<file path="src/rtl/snapshot_fifo_if.sv">
// Valid/ready stream carrying queued snapshot values from the FIFO to the host-side reader.
interface snapshot_fifo_if #(
    parameter int WIDTH = 8
) ();
    logic [WIDTH-1:0] data;
    logic             valid;
    logic             ready;

    modport master (output data, output valid, input ready);
    modport slave  (input data, input valid, output ready);
endinterface

</file>
<file path="src/rtl/snapshot_fifo.sv">
// Watches the snapshot bus, queues every changed value in a small FIFO and drains it
// over a valid/ready stream; values arriving while full are dropped and counted.
module snapshot_fifo #(
    parameter int WIDTH = 8,
    parameter int DEPTH = 4,
    parameter int OVF_W = 8
) (
    input  logic                     clk,
    input  logic                     rst,
    input  logic [WIDTH-1:0]         din,
    input  logic                     en,
    snapshot_fifo_if.master          drain,
    output logic [$clog2(DEPTH):0]   level,
    output logic                     full,
    output logic                     chg,
    output logic [OVF_W-1:0]         ovf_cnt
);
    localparam int AW = $clog2(DEPTH);
    localparam int PW = AW + 1;

    logic [WIDTH-1:0] mem [DEPTH];
    logic [PW-1:0]    wr_ptr;
    logic [PW-1:0]    rd_ptr;
    logic [WIDTH-1:0] prev;
    logic             primed;
    logic             push_req;
    logic             pop;
    logic             push;
    logic             drop;
    logic             valid;

    // Pointers carry one extra bit so a full FIFO and an empty one differ.
    always_comb begin
        level    = wr_ptr - rd_ptr;
        full     = (level == PW'(DEPTH));
        valid    = (level != '0);
        push_req = en && (!primed || (din != prev));
        pop      = valid && drain.ready;
        push     = push_req && (!full || pop);
        drop     = push_req && full && !pop;
    end

    assign drain.valid = valid;
    assign drain.data  = valid ? mem[rd_ptr[AW-1:0]] : '0;

    always_ff @(posedge clk) begin
        if (rst) begin
            wr_ptr  <= '0;
            rd_ptr  <= '0;
            prev    <= '0;
            primed  <= 1'b0;
            chg     <= 1'b0;
            ovf_cnt <= '0;
        end else begin
            if (push) wr_ptr <= wr_ptr + 1'b1;
            if (pop)  rd_ptr <= rd_ptr + 1'b1;
            if (en) begin
                prev   <= din;
                primed <= 1'b1;
            end
            chg <= push_req;
            if (drop && (ovf_cnt != '1)) ovf_cnt <= ovf_cnt + 1'b1;
        end
    end

    always_ff @(posedge clk) begin
        if (!rst && push) mem[wr_ptr[AW-1:0]] <= din;
    end
endmodule

</file>
<file path="src/flat_wrapper.sv">
// flat-port wrapper written by rule: the top's interface ports become plain ports
module snapshot_fifo_flat 
#(
    parameter int WIDTH = 8,
    parameter int DEPTH = 4,
    parameter int OVF_W = 8
)
  (clk, rst, din, en, level, full, chg, ovf_cnt, drain_data, drain_valid, drain_ready);
  snapshot_fifo_if #(.WIDTH(WIDTH)) drain_i ();
  input  logic clk;
  input  logic rst;
  input  logic [WIDTH-1:0] din;
  input  logic en;
  output logic [$clog2(DEPTH):0] level;
  output logic full;
  output logic chg;
  output logic [OVF_W-1:0] ovf_cnt;
  output wire logic [$bits(drain_i.data)-1:0] drain_data;
  output wire logic [$bits(drain_i.valid)-1:0] drain_valid;
  input wire logic [$bits(drain_i.ready)-1:0] drain_ready;
  assign drain_data = drain_i.data;
  assign drain_valid = drain_i.valid;
  assign drain_i.ready = drain_ready;
  snapshot_fifo #(.WIDTH(WIDTH), .DEPTH(DEPTH), .OVF_W(OVF_W)) u_core (.clk(clk), .rst(rst), .din(din), .en(en), .drain(drain_i), .level(level), .full(full), .chg(chg), .ovf_cnt(ovf_cnt));
endmodule
</file>
<file path="config.mk">
export PLATFORM = sky130hd
export DESIGN_NAME = snapshot_fifo_flat
export DESIGN_NICKNAME = d
export VERILOG_FILES = /design/src/rtl/snapshot_fifo_if.sv /design/src/rtl/snapshot_fifo.sv /design/src/flat_wrapper.sv
export SDC_FILE = /design/constraint.sdc
export NUM_CORES = 1
export LEC_CHECK = 0
export ABC_AREA = 1
export CORE_ASPECT_RATIO = 0.6
export CORE_MARGIN = 5
export CORE_UTILIZATION = 52
export CTS_BUF_LIST = sky130_fd_sc_hd__clkbuf_8
export DETAILED_ROUTE_END_ITERATION = 8
export PLACE_DENSITY = 0.78
export SETUP_SLACK_MARGIN = 0.5
export SKIP_CTS_REPAIR_TIMING = 1
export SYNTH_ARGS = -nofsm -noshare
export SYNTH_HDL_FRONTEND = slang
export SYNTH_SLANG_ARGS = --single-unit
</file>
<file path="constraint.sdc">
create_clock -name clk -period 2.3 [get_ports clk]
set_clock_uncertainty 0.15 [all_clocks]
set_input_delay 0.46 -clock clk [delete_from_list [all_inputs] [get_ports clk]]
set_output_delay 0.46 -clock clk [all_outputs]
set_load 0.03 [all_outputs]
</file>
==> results of run 1 <==
[power breakdown]
group          switching (W)  internal (W)  leakage (nW)  total [W]
Combinational        0.00132       0.00108          1.25    0.00240
Clock               0.000398      0.000488         0.102   0.000885
Sequential         0.0000822       0.00117         0.505    0.00126
Total                0.00180       0.00274          1.86    0.00454
[cell families after synthesis]
logic type      after synthesis
buf+inv                      56
fa+ha+maj                     8
flops                        58
xor+xnor                      8
simple gates                121
compound gates               46
[sequential cells by signal (all words and copies together) (netlist names), named ones only]
register	count
u_core.prev	8
u_core.rd_ptr	3
u_core.mem	32
u_core.primed	1
u_core.chg	1
u_core.ovf_cnt	8
u_core.wr_ptr	3
[metal layers]
metal | GRT usage [%] | up-vias | routed length (um)
met4 | 6.62 | 0 | 150
met5 | 0 | - | 0
met2 | 32.0 | 118 | 3630
met1 | 26.3 | 1164 | 3300
met3 | 8.01 | 15 | 643
li1 | - | 1148 | -
[synthesized netlist by cell type]
cell	n
a21oi_1	18
fa_1	1
nand2_4	1
nand3_4	2
o21ai_1	2
o32ai_1	8
nor2_1	46
nand4_1	11
ha_1	7
inv_2	3
edfxtp_1	32
nor3_4	1
nand3_1	3
xnor2_1	2
nand2_1	49
clkbuf_1	6
or2_1	1
inv_1	43
nand2_2	1
dfxtp_1	26
nor2_8	1
o21ai_0	18
nand3_2	3
nor2_2	2
xor2_1	6
buf_4	1
buf_2	3
[area by class of cell]
type	instances	area [um2]	share of cell area, %
clock buffer	9	124	3.06
clock inverter	7	61.3	1.52
inverter	46	190	4.70
sequential	58	1490	36.7
timing repair buffer	78	842	20.8
multi-input combinational	185	1260	31.1
tap	66	82.6	2.04
[stage by stage]
stage	hold WS, ns	utilization [%]	instance area [um2]	total power [W]
2_1_floorplan	0.286	-	2800	0.00229
3_3_place_gp	0.302	69.0	3490	0.00296
3_5_place_dp	0.318	69.0	3490	0.00301
4_1_cts	0.327	72.7	3670	0.00388
5_1_grt	0.315	80.0	4040	0.00479
6_report	0.331	80.0	4040	0.00454
[worst max-delay path, delay by kind of cell (launching register included)]
kind	cells	cell delay [ns]
adders and majority gates	2	0.69
DFF	1	0.33
and+or+nand+nor	3	0.26
buffers and inverters	5	0.40
[cells in the final DEF (no fill, tap or decap), types with 6 or more instances in the layout]
cell type and n:
o21ai_0 17, clkbuf_8 9, nand2_2 13, nor2_1 40
o32ai_1 8, nand3_4 6, xor2_1 6, buf_4 29
inv_2 13, dfxtp_1 23, nor2_4 6, a21oi_1 14
ha_1 6, buf_6 19, nand4_1 11, edfxtp_1 32
nand2_1 31, dlymetal6s2s_1 10, clkdlybuf4s50_1 10, buf_12 9
inv_1 31
[final timing paths]
| check | from | to | slack (ns) |
|---|---|---|---|
| max | u_core.wr_ptr[0] | drain_data[2] | -0.34 |
| max reg2reg | u_core.wr_ptr[0] | u_core.mem[2][4] | -0.10 |
| min reg2reg | u_core.primed | u_core.primed | 0.33 |
| min | u_core.primed | u_core.primed | 0.33 |
==> results.yml, run 1 <==
worst_setup_path:
  start_kind: "register"
  slowest_delay_ns: 0.54
  rr_worst_depth: 11
  slowest_stage: "fa_2"
  worst_setup_path_end_kind: "output port"
  worstPathArrival_ns: 2.03
  criticalPathCategory: "reg2out"
  crit_chain: "inv_2 > ha_4 > fa_2 > nand2_2 > inv_4 > buf_12 > nand3_4 > nand2_2 > inv_2 > buf_6"
  worstPathRequired_ns: 1.69
  crit_fanout: 5
sta:
  max_slew_margin_pct: 59.8
  worstMarginPinSlew_ns: 0.602
  fin_setup_tns_ns: -5.97
  min_period_ns: 2.64
  fin_ws_ns: -0.342
  setup_viol: 52
  grt_setup_unrepaired: "true"
  slew_viol_final: 0
  hold_viol: 0
  fmax_ghz: 0.379
  period_share_pct: 115
worst_hold_path:
  hp-class: "reg2reg"
  holdPathStages: 2
synthesis:
  synth_seq_cells: 58
  ys_warn_count: 0
  yosys.area_share.simple_pct: 21.3
  syn_nets: 317
  synth_compound_area_share_pct: 9.59
  synth_top_area_cell: "edfxtp_1"
  synth_top_family_by_area: "simple AND/OR/NAND/NOR gates"
  synth.avg_cell_area_um2: 9.14
  synth_cell_types: 27
  synthMuxAreaShare_pct: 0
  synth_area_leaders: "edfxtp_1, dfxtp_1, nand2_1, nor2_1, inv_1"
  synth_area_um2: 2720
  synth_top_area_share_pct: 35.4
  synth_fa_ha_area_share_pct: 3.96
  synth_xor_area_share_pct: 2.58
  synthCells: 297
  synth-seq-area-share_pct: 54.6
global_routing:
  grt_pass1_wl_um: 10300
  grt_util_all_layers_pct: 20.6
  overflow: 0
  antenna_found_initial: 0
  grt_start_max_net_pins: 27
  grt_pass1_vias: 2213
final_layout:
  drive_gt1_share_pct: 35.8
  areaGrowthSynthToFinish_pct: 48.9
  nets: 398
  fin_cells: 449
  fill_cells: 291
  antennaDiodeCount: 0
placed_design:
  portBuffers: 33
  hpwl_um: 4610
  numPlacedInstances: 421
  gp_congestion: 0.834
  dp_slack_ns: -0.411
routing:
  vias_per_cell: 5.45
  drc_errors: 0
  ant_nets: 0
  routedWlPerCell_um: 17.2
  vias: 2445
  drtIter0Drc: 181
  drt-total-wl_um: 7730
  drt_pass1_iterations: 5
cts:
  htreeDepth: 3
  cts_root_buf: "clkbuf_8"
  cts_buffers: 9
  cts_buffer_depth: 2
  cts_tree: "built"
  path_clk_slew_ns: 0.06
  clkSinkCount: 58
  clock_latency_ns: 0.34
pwr:
  irDropWorstVdd_mv: 0.751
  powerDensity_nw_per_um2: 1120
  leakagePower_nw: 1.86
floorplanning:
  die_w_um: 103
  row_count: 20
  initial_utilization_pct: 53.7
  dieArea_um2: 6810
  core-area_um2: 5050
  die_h_um: 66.0
  num_io_pins: 34
status:
  violations: "negative setup slack"
  run_status: "finished, violations left"
run:
  cap_violations: 0
Power figures use the tool's default switching activity.
==> run 2, diff against run 1 <==
--- a/config.mk
+++ b/config.mk
@@ -14,6 +14,7 @@
 export PLACE_DENSITY = 0.78
 export SETUP_SLACK_MARGIN = 0.5
 export SKIP_CTS_REPAIR_TIMING = 1
+export SLEW_MARGIN = 20
 export SYNTH_ARGS = -nofsm -noshare
 export SYNTH_HDL_FRONTEND = slang
 export SYNTH_SLANG_ARGS = --single-unit
==> results of run 2 <==
Same layout as run 1: the final DEF is identical, and so are final timing and power.
